--- config.mk ---
export PLATFORM = sky130hd
export DESIGN_NAME = vga_timing_gen_flat
export DESIGN_NICKNAME = d
export VERILOG_FILES = /design/src/rtl/vga_timing_pkg.sv /design/src/rtl/vga_timing_gen_if.sv /design/src/rtl/sync_delay_line.sv /design/src/rtl/vga_timing_gen.sv /design/src/flat_wrapper.sv
export SDC_FILE = /design/constraint.sdc
export NUM_CORES = 1
export LEC_CHECK = 0
export BUFFER_PORTS_ARGS = -buffer_cell sky130_fd_sc_hd__buf_2
export CORE_MARGIN = 10
export CORE_UTILIZATION = 52
export CTS_BUF_LIST = sky130_fd_sc_hd__clkbuf_8
export DETAILED_ROUTE_END_ITERATION = 8
export GPL_ROUTABILITY_DRIVEN = 0
export GPL_TIMING_DRIVEN = 0
export MAX_ROUTING_LAYER = met4
export PLACE_DENSITY = 0.84
export SYNTH_ARGS = -nofsm -noshare
export SYNTH_HDL_FRONTEND = slang
export SYNTH_SLANG_ARGS = --single-unit
--- constraint.sdc ---
create_clock -name vga_clk -period 2.4 [get_ports vga_clk]
set_input_delay 0.24 -clock vga_clk [delete_from_list [all_inputs] [get_ports vga_clk]]
set_output_delay 0.24 -clock vga_clk [all_outputs]
set_load 0.05 [all_outputs]
--- src/rtl/vga_timing_pkg.sv ---
// vga_timing_pkg: default 640x480@60 timing constants and the sprite position set type
package vga_timing_pkg;
   localparam int H_VISIBLE = 640;
   localparam int H_FRONT   = 16;
   localparam int H_SYNC    = 96;
   localparam int H_BACK    = 48;
   localparam int H_TOTAL   = H_VISIBLE + H_FRONT + H_SYNC + H_BACK;
   localparam int V_VISIBLE = 480;
   localparam int V_FRONT   = 10;
   localparam int V_SYNC    = 2;
   localparam int V_BACK    = 33;
   localparam int V_TOTAL   = V_VISIBLE + V_FRONT + V_SYNC + V_BACK;
   localparam int HS_START  = H_VISIBLE + H_FRONT;
   localparam int HS_END    = HS_START + H_SYNC - 1;
   localparam int VS_START  = V_VISIBLE + V_FRONT;
   localparam int VS_END    = VS_START + V_SYNC - 1;
   typedef struct packed {
      logic [9:0] fire_x;
      logic [9:0] fire_y;
      logic [9:0] ball_x;
      logic [9:0] ball_y;
   } pos_set_t;
endpackage

--- src/rtl/vga_timing_gen_if.sv ---
// vga_timing_gen_if: valid/ready position offer from game logic to the timing generator
interface vga_timing_gen_if;
   logic       pos_valid;
   logic       pos_ready;
   logic [9:0] fire_x_in;
   logic [9:0] fire_y_in;
   logic [9:0] ball_x_in;
   logic [9:0] ball_y_in;
   modport master (output pos_valid, fire_x_in, fire_y_in, ball_x_in, ball_y_in, input pos_ready);
   modport slave  (input pos_valid, fire_x_in, fire_y_in, ball_x_in, ball_y_in, output pos_ready);
endinterface

--- src/rtl/sync_delay_line.sv ---
// sync_delay_line: N-stage shift register resetting to 1 (idle level of active-low syncs)
module sync_delay_line #(
   parameter int N = 1
) (
   input  logic clk,
   input  logic rst,
   input  logic i_d,
   output logic o_q
);
   if (N == 0) begin : g_wire
      logic w_unused;
      assign w_unused = clk ^ rst;
      assign o_q = i_d;
   end else begin : g_sr
      logic [N-1:0] r_sr;
      always_ff @(posedge clk)
         if (rst) r_sr <= '1;
         else r_sr <= N'({r_sr, i_d});
      assign o_q = r_sr[N-1];
   end
endmodule

--- src/rtl/vga_timing_gen.sv ---
// vga_timing_gen: VGA pixel counters, delayed syncs and frame-atomic sprite position registers
module vga_timing_gen #(
   parameter int H_VISIBLE  = vga_timing_pkg::H_VISIBLE,
   parameter int H_FRONT    = vga_timing_pkg::H_FRONT,
   parameter int H_SYNC     = vga_timing_pkg::H_SYNC,
   parameter int H_BACK     = vga_timing_pkg::H_BACK,
   parameter int V_VISIBLE  = vga_timing_pkg::V_VISIBLE,
   parameter int V_FRONT    = vga_timing_pkg::V_FRONT,
   parameter int V_SYNC     = vga_timing_pkg::V_SYNC,
   parameter int V_BACK     = vga_timing_pkg::V_BACK,
   parameter int SYNC_DELAY = 1
) (
   input  logic             vga_clk,
   input  logic             reset,
   vga_timing_gen_if.slave  pos,
   output logic [9:0]       DrawX,
   output logic [9:0]       DrawY,
   output logic             blank,
   output logic             hs,
   output logic             vs,
   output logic             frame_start,
   output logic [9:0]       FireX,
   output logic [9:0]       FireY,
   output logic [9:0]       BallX,
   output logic [9:0]       BallY
);
   import vga_timing_pkg::*;
   localparam int H_TOT = H_VISIBLE + H_FRONT + H_SYNC + H_BACK;
   localparam int V_TOT = V_VISIBLE + V_FRONT + V_SYNC + V_BACK;
   localparam logic [9:0] H_LAST = 10'(H_TOT - 1);
   localparam logic [9:0] V_LAST = 10'(V_TOT - 1);
   localparam logic [9:0] H_VIS  = 10'(H_VISIBLE);
   localparam logic [9:0] V_VIS  = 10'(V_VISIBLE);
   localparam logic [9:0] HS_LO  = 10'(H_VISIBLE + H_FRONT);
   localparam logic [9:0] HS_HI  = 10'(H_VISIBLE + H_FRONT + H_SYNC - 1);
   localparam logic [9:0] VS_LO  = 10'(V_VISIBLE + V_FRONT);
   localparam logic [9:0] VS_HI  = 10'(V_VISIBLE + V_FRONT + V_SYNC - 1);
   if (H_TOT >= 1024 || V_TOT >= 1024 || SYNC_DELAY < 0 || SYNC_DELAY > 4) begin : g_bad_params
      $error("vga_timing_gen: totals must be below 1024 and SYNC_DELAY within 0..4");
   end
   logic [9:0] r_hc, r_vc;
   logic       r_pend_full;
   pos_set_t   r_pend, r_pos;
   logic       w_h_end, w_commit, w_xfer, w_hs_raw, w_vs_raw;
   assign w_h_end       = r_hc == H_LAST;
   assign w_commit      = w_h_end && r_vc == V_LAST;
   // Holding ready low on the commit cycle keeps accept and commit mutually exclusive
   assign pos.pos_ready = r_vc >= V_VIS && !w_commit;
   assign w_xfer        = pos.pos_valid && pos.pos_ready;
   assign w_hs_raw      = !(r_hc >= HS_LO && r_hc <= HS_HI);
   assign w_vs_raw      = !(r_vc >= VS_LO && r_vc <= VS_HI);
   assign DrawX         = r_hc;
   assign DrawY         = r_vc;
   assign blank         = r_hc < H_VIS && r_vc < V_VIS;
   assign frame_start   = r_hc == '0 && r_vc == '0;
   assign FireX         = r_pos.fire_x;
   assign FireY         = r_pos.fire_y;
   assign BallX         = r_pos.ball_x;
   assign BallY         = r_pos.ball_y;
   always_ff @(posedge vga_clk)
      if (reset) begin
         r_hc        <= '0;
         r_vc        <= '0;
         r_pend      <= '0;
         r_pend_full <= 1'b0;
         r_pos       <= '0;
      end else begin
         r_hc <= w_h_end ? '0 : r_hc + 10'd1;
         if (w_h_end) r_vc <= w_commit ? '0 : r_vc + 10'd1;
         if (w_xfer) begin
            r_pend      <= {pos.fire_x_in, pos.fire_y_in, pos.ball_x_in, pos.ball_y_in};
            r_pend_full <= 1'b1;
         end else if (w_commit && r_pend_full) begin
            r_pos       <= r_pend;
            r_pend_full <= 1'b0;
         end
      end
   sync_delay_line #(.N(SYNC_DELAY)) u_hs_dly (.clk(vga_clk), .rst(reset), .i_d(w_hs_raw), .o_q(hs));
   sync_delay_line #(.N(SYNC_DELAY)) u_vs_dly (.clk(vga_clk), .rst(reset), .i_d(w_vs_raw), .o_q(vs));
endmodule

--- src/flat_wrapper.sv ---
// flat-port wrapper written by rule: the top's interface ports become plain ports
module vga_timing_gen_flat import vga_timing_pkg::*;
#(
   parameter int H_VISIBLE  = vga_timing_pkg::H_VISIBLE,
   parameter int H_FRONT    = vga_timing_pkg::H_FRONT,
   parameter int H_SYNC     = vga_timing_pkg::H_SYNC,
   parameter int H_BACK     = vga_timing_pkg::H_BACK,
   parameter int V_VISIBLE  = vga_timing_pkg::V_VISIBLE,
   parameter int V_FRONT    = vga_timing_pkg::V_FRONT,
   parameter int V_SYNC     = vga_timing_pkg::V_SYNC,
   parameter int V_BACK     = vga_timing_pkg::V_BACK,
   parameter int SYNC_DELAY = 1
)
  (vga_clk, reset, DrawX, DrawY, blank, hs, vs, frame_start, FireX, FireY, BallX, BallY, pos_pos_valid, pos_fire_x_in, pos_fire_y_in, pos_ball_x_in, pos_ball_y_in, pos_pos_ready);
  vga_timing_gen_if pos_i ();
  input  logic vga_clk;
  input  logic reset;
  output logic [9:0] DrawX;
  output logic [9:0] DrawY;
  output logic blank;
  output logic hs;
  output logic vs;
  output logic frame_start;
  output logic [9:0] FireX;
  output logic [9:0] FireY;
  output logic [9:0] BallX;
  output logic [9:0] BallY;
  input wire logic [$bits(pos_i.pos_valid)-1:0] pos_pos_valid;
  input wire logic [$bits(pos_i.fire_x_in)-1:0] pos_fire_x_in;
  input wire logic [$bits(pos_i.fire_y_in)-1:0] pos_fire_y_in;
  input wire logic [$bits(pos_i.ball_x_in)-1:0] pos_ball_x_in;
  input wire logic [$bits(pos_i.ball_y_in)-1:0] pos_ball_y_in;
  output wire logic [$bits(pos_i.pos_ready)-1:0] pos_pos_ready;
  assign pos_i.pos_valid = pos_pos_valid;
  assign pos_i.fire_x_in = pos_fire_x_in;
  assign pos_i.fire_y_in = pos_fire_y_in;
  assign pos_i.ball_x_in = pos_ball_x_in;
  assign pos_i.ball_y_in = pos_ball_y_in;
  assign pos_pos_ready = pos_i.pos_ready;
  vga_timing_gen #(.H_VISIBLE(H_VISIBLE), .H_FRONT(H_FRONT), .H_SYNC(H_SYNC), .H_BACK(H_BACK), .V_VISIBLE(V_VISIBLE), .V_FRONT(V_FRONT), .V_SYNC(V_SYNC), .V_BACK(V_BACK), .SYNC_DELAY(SYNC_DELAY)) u_core (.vga_clk(vga_clk), .reset(reset), .pos(pos_i), .DrawX(DrawX), .DrawY(DrawY), .blank(blank), .hs(hs), .vs(vs), .frame_start(frame_start), .FireX(FireX), .FireY(FireY), .BallX(BallX), .BallY(BallY));
endmodule
Yosys cells after proc, flatten, opt, wreduce, memory -nomap -nowiden
Cells that the tools add are included.
{"block": "op_classes", "eq_ne": 2, "reduce_logical": 16, "magnitude_cmp": 7, "addsub": 2, "n_bitwise": 1, "mux": 3}
{"op": "adder 10 x 1 -> 10 bit (second input constant)", "count": 2}
{"op": "== test 10 bit (second input constant)", "count": 2}
{"op": "greater-or-equal comparator 10 x 9 -> 1 bit (second input constant)", "count": 2}
{"op": "logical NOT 10 bit", "count": 2}
{"op": "greater-or-equal comparator 10 bit (second input constant)", "count": 1}
{"op": "less-or-equal comparator 10 bit (second input constant)", "count": 1}
{"op": "less-or-equal comparator 10 x 9 -> 1 bit (second input constant)", "count": 1}
{"op": "less-than comparator 10 bit (second input constant)", "count": 1}
{"op": "less-than comparator 10 x 9 -> 1 bit (second input constant)", "count": 1}
{"op": "2-to-1 mux 10 bit", "count": 1}
{"op": "logical AND 1 bit", "count": 8}
{"op": "logical NOT 1 bit", "count": 3}
{"op": "2-to-1 mux 1 bit", "count": 2}
{"op": "AND reduction 2 bit", "count": 1}
{"op": "nonzero test 2 bit", "count": 1}
{"op": "OR reduction 2 bit", "count": 1}
{"op": "inverter 1 bit", "count": 1}
{"block": "totals", "output_inout_bits": 65, "reg_bits": 103, "inputBits": 43, "word_cells": 44}

Longest topological paths before layout
{"block": "depth", "word_depth": 7, "mapped_depth": 8, "depth_no_buf": 6}

Hierarchy
Synthesis repeated with hierarchy kept, for this count alone.
{"block": "unflattened", "cells_unflattened": 499, "hier_area_um2": 4409.2}
{"module": "vga_timing_gen", "area_each_um2": 4356.7, "instances": 1, "seq_area_each_um2": 2021.9, "cells_each": 495}
{"module": "sync_delay_line", "area_each_um2": 26.3, "instances": 2, "seq_area_each_um2": 20.0, "cells_each": 2}

Worst setup path after synthesis
Ideal clock, no wire load.
{"block": "synth_path", "path_kind": "register -> output", "from": "register u_core.r_vc[5] (netlist: u_core.DrawY[5])", "to": "output port frame_start", "setup_slack_ns": -0.559, "t_arrival_ns": 2.719, "path_buffers": 1, "required_time_ns": 2.160, "path_stages_with_launch": 5, "path_cell_list": "dfxtp_1 -> clkbuf_1 -> nor4_1 -> nand4_1 -> nor4_1"}
{"block": "synth_between", "elab_chain_len": 2}
{"item": "start, declared", "line_no": "vga_timing_gen.sv:41", "rtl": "logic [9:0] r_hc, r_vc;"}
{"item": "start signal, assigned", "line_no": "vga_timing_gen.sv:69", "rtl": "if (w_h_end) r_vc <= w_commit ? '0 : r_vc + 10'd1;"}
{"item": "logical NOT 10 bit", "line_no": "vga_timing_gen.sv:55", "rtl": "assign frame_start = r_hc == '0 && r_vc == '0;"}
{"item": "logical AND 1 bit", "line_no": "vga_timing_gen.sv:55"}
{"item": "end, declared", "line_no": "flat_wrapper.sv:23", "rtl": "output logic frame_start;"}
No other way between the ends.

Worst setup path after layout
{"block": "layout_path", "from": "register u_core.r_hc[7] (netlist: u_core.DrawX[7])", "to": "output port pos_pos_ready"}
{"block": "layout_between", "elab_chain_len": 4}
{"item": "start, declared", "line_no": "vga_timing_gen.sv:41"}
{"item": "start signal, assigned", "line_no": "vga_timing_gen.sv:68", "rtl": "r_hc <= w_h_end ? '0 : r_hc + 10'd1;"}
{"item": "== test 10 bit", "line_no": "vga_timing_gen.sv:45", "rtl": "assign w_h_end = r_hc == H_LAST;"}
{"item": "logical AND 1 bit", "line_no": "vga_timing_gen.sv:46", "rtl": "assign w_commit = w_h_end && r_vc == V_LAST;"}
{"item": "logical NOT 1 bit", "line_no": "vga_timing_gen.sv:48", "rtl": "assign pos.pos_ready = r_vc >= V_VIS && !w_commit;"}
{"item": "logical AND 1 bit", "line_no": "vga_timing_gen.sv:48"}
{"item": "end, declared", "line_no": "flat_wrapper.sv:33", "rtl": "output wire logic [$bits(pos_i.pos_ready)-1:0] pos_pos_ready;"}
No other way between the ends.

==> flow_summary.rst <==
.. list-table::
   :header-rows: 1

   * - Metric
     - Value
   * - Clock Tree Buf Depth
     - 2
   * - Number of antenna diodes
     - 0
   * - Count of max-cap constraint violations
     - 0
   * - IO Pins
     - about 110
   * - Synth unique cells
     - 32
   * - Hold/Removal Path Class
     - input pin to flop
   * - Final-layout fill cell count
     - between 700 and 800
   * - Number of H-tree levels
     - 3
   * - CP max FO
     - 10
   * - Width of the chip
     - roughly 110 um
   * - Share of Yosys cell area claimed by the top area cell type
     - 44.8%
   * - Die height
     - 114 um
   * - Global-route wire length before repair
     - between 20 and 25 mm
   * - # clock sinks
     - just over 100
   * - Worst reg2reg startpoint
     - u_core.DrawX[7]
   * - Most frequent cells after synthesis
     - sky130_fd_sc_hd__dfxtp_1, sky130_fd_sc_hd__nand2b_1, sky130_fd_sc_hd__nand4_1
   * - Syn_nets
     - 554
   * - Proportion of synthesized flip-flops having asynchronous set or reset
     - 0%
   * - Count of mapped cells out of synthesis
     - 506
   * - Leakage power
     - ~0.0021 uW
   * - Clock latency reported for the late side of the worst-skew pair
     - roughly 0.37 ns
   * - Number of rows created at floorplan
     - 34
   * - Via count of the first global-routing pass
     - about 4300
   * - CTS tree
     - built
   * - First-iteration detailed-routing DRC count
     - around 280
   * - CP endpoint kind
     - output port
   * - Worst vdd ir
     - around 0.32 mV
   * - Hold wc startpoint
     - pos_fire_y_in[6]
   * - GR Util All Layers
     - around 19%
   * - Netlist area before placement
     - ~4600 sq um
   * - Total number of yosys warnings
     - 0
   * - # setup viols final
     - 0
   * - CTS clk-pin slew, worst paths
     - about 0.11 ns
   * - Start-to-end type of the worst setup path
     - flop to output port
   * - Fraction of layout cells with a size suffix above 1
     - roughly a quarter
   * - M3 GR Usage
     - 5.35%
   * - Seq/Total Area, Yosys
     - roughly 45%
   * - Number of antenna violations at the first check in global routing
     - 0
   * - Number of buffers inserted during clock tree synthesis
     - 9
   * - Worst Setup Slack post-DPL
     - -0.250 ns
   * - Required time of the critical path
     - between 2 and 2.5 ns
   * - M2 GR Usage
     - a little under a third
   * - Post-layout power
     - approximately 3000 uW
   * - Global-route layer with the greatest usage
     - met2
   * - Clock Skew
     - ~0.014 ns
   * - Area growth from synthesis to layout
     - 23.3%
   * - Met1 global-route usage
     - approximately a quarter
   * - Clock tree root driver cell
     - sky130_fd_sc_hd__clkbuf_8
   * - Total iterations of the first detailed-routing run
     - 5
   * - Post-synth top flop
     - sky130_fd_sc_hd__dfxtp_1
   * - Slew at the pin with the worst max-slew slack
     - around 0.54 ns
   * - Crit path launch type
     - flop
   * - Top post-synthesis cells by area
     - sky130_fd_sc_hd__dfxtp_1, sky130_fd_sc_hd__nand2b_1, sky130_fd_sc_hd__mux2i_1
   * - Number of max-slew violations in the final report
     - 0
   * - Count leader, synth
     - sky130_fd_sc_hd__dfxtp_1
   * - Arrival time worst endpoint
     - 2.11 ns
   * - Number of buffers inserted by port buffering
     - around 110
   * - Effective utilization at floorplan
     - a little over half
   * - Area of the die
     - between 10000 and 15000 sq um
   * - Number of nets at the end of the flow
     - about 700
   * - Cell area power density
     - about 530 nW/um^2
   * - Final routed DRC violation total
     - 0
   * - Maximum number of pins on one net before global-route repair
     - 19
   * - Most area-hungry cell type in the Yosys netlist
     - sky130_fd_sc_hd__dfxtp_1
   * - Final hold vios
     - 0
   * - Share of the core filled with cells
     - 65.3%
   * - Upper clock frequency limit
     - 425 MHz
   * - Core Region
     - between 8000 and 9000 sq um
   * - Number of antenna-violating nets in the routed design
     - 0
   * - CP Launch Point
     - u_core.DrawX[7]
   * - Number of enable flip-flop cells after synthesis
     - 0
   * - Fin worst setup slack
     - roughly 0.048 ns
   * - Worst-case headroom to the max-slew limit
     - 64.2%
   * - Routed vias/inst
     - approximately 5.7
   * - Min Tclk post-route
     - about 2.4 ns
   * - Post-detailed-routing wire length
     - between 10 and 15 mm
   * - Number of register bits inferred by synthesis
     - a little over 100
   * - HPWL after detailed placement
     - approximately 9 mm
   * - Via count
     - 4221
   * - Routed length per instance
     - 17.1 um
   * - Post-route fraction of the period consumed by the critical path
     - 98.0%
   * - GR Overflow Total
     - 0
   * - Run status
     - finished, final reports clean
   * - Average instance area after synthesis
     - a little over 9 sq um
==> worst paths after layout <==
path	cells past startpoint	endpoint	slack, ns
min reg2reg	1	u_core.DrawX[0]	0.46
max reg2reg	7	u_core.BallY[9]	0.19
min	3	u_core.r_pend[26]	0.12
max	7	pos_pos_ready	0.05
==> critical path: stages (launching register included) <==
cell and delay [ns]:
sky130_fd_sc_hd__dfxtp_4 0.36, sky130_fd_sc_hd__or3_4 0.38, sky130_fd_sc_hd__or3_4 0.38, sky130_fd_sc_hd__buf_6 0.13
sky130_fd_sc_hd__clkbuf_16 0.15, sky130_fd_sc_hd__nor2_4 0.14, sky130_fd_sc_hd__a21oi_4 0.05, sky130_fd_sc_hd__buf_6 0.15
==> stage by stage <==
step	hold slack (ns)	instances	cell area, sq um	setup TNS, ns
after floorplan	0.395	506	4630	-0.00820
after detailed placement	0.456	721	5300	-1.26
after global routing	0.117	745	5670	-0.00404
after global placement	0.449	721	5300	-0.159
final	0.118	745	5670	0
after CTS	0.114	738	5570	0
==> area by class of cell <==
| cell class | instances | area (sq um) | area share, % |
|---|---|---|---|
| Clock buffer | 9 | 124 | 2.18 |
| Buffer | 47 | 211 | 3.73 |
| Timing Repair Buffer | 117 | 617 | 10.9 |
| Inverter | 11 | 41.3 | 0.728 |
| Tap cell | 108 | 135 | 2.38 |
| Sequential cell | 103 | 2090 | 36.8 |
| Clock inverter | 7 | 80.1 | 1.41 |
| Multi-Input combinational cell | 343 | 2370 | 41.9 |
==> metal layers <==
layer  up-vias  part of all wire (%)
met5         -                     0
met4         0                   1.5
li1       2047                     -
met1      1996                    42
met3        18                   7.6
met2       160                    49
==> repair_timing <==
action,4_1_cts,5_1_grt
buffers inserted,3,7
pin swaps,4,3
endpoints found under the setup margin,80,81
hold buffers,0,0
resized for setup,15,17
==> cell families (layout without fill, tap and decap cells) <==
logic type                 count (synthesis)  after routing  share of synthesized area, %
and+or+nand+nor                          191            191                          24.4
DFF                                      103            103                          44.8
AOI/OAI and AO/OA                         92             92                          12.5
adders and majority gates                  5              5                          1.36
xor gates and xnor gates                  13             13                          2.47
muxes                                     42             42                          9.16
buffers and inverters                     60            191                          5.22
==> registers in the layout (all words and copies together), names as in the netlist <==
| name | flops |
|---|---|
| u_core.FireY | 10 |
| u_core.DrawY | 10 |
| u_core.r_pend | 40 |
| u_core.u_vs_dly.o_q | 1 |
| u_core.DrawX | 10 |
| u_core.u_hs_dly.o_q | 1 |
| u_core.r_pend_full | 1 |
| u_core.BallX | 10 |
| u_core.BallY | 10 |
| u_core.FireX | 10 |
==> power by group <==
part           internal, uW  switching (uW)
sequential             1710            7.52
clock                   497             625
combinational          71.6            94.4
==> cell usage in the layout, fill, tap and decap left out, types with 2 or more instances in the layout <==
cell type,Yosys,layout
sky130_fd_sc_hd__buf_2,6,111
sky130_fd_sc_hd__dfxtp_1,103,90
sky130_fd_sc_hd__nand2b_1,81,81
sky130_fd_sc_hd__nand4_1,46,46
sky130_fd_sc_hd__a21oi_1,45,44
sky130_fd_sc_hd__o31ai_1,42,42
sky130_fd_sc_hd__mux2i_1,41,41
sky130_fd_sc_hd__clkbuf_1,40,38
sky130_fd_sc_hd__nor2_1,22,21
sky130_fd_sc_hd__xnor2_1,12,12
sky130_fd_sc_hd__inv_1,11,11
sky130_fd_sc_hd__buf_4,0,10
sky130_fd_sc_hd__nand3_1,10,9
sky130_fd_sc_hd__clkbuf_8,0,9
sky130_fd_sc_hd__dfxtp_2,0,9
sky130_fd_sc_hd__nor4_1,10,8
sky130_fd_sc_hd__nand2_1,4,4
sky130_fd_sc_hd__ha_1,5,4
sky130_fd_sc_hd__dfxtp_4,0,4
sky130_fd_sc_hd__o21ai_0,3,3
sky130_fd_sc_hd__nor3_1,4,3
sky130_fd_sc_hd__or3_4,0,2
sky130_fd_sc_hd__buf_6,1,2
sky130_fd_sc_hd__and3_1,2,2
sky130_fd_sc_hd__buf_1,2,2
sky130_fd_sc_hd__or3_1,4,2
sky130_fd_sc_hd__inv_6,0,2
No activity file was read; power rests on OpenSTA's default activity.
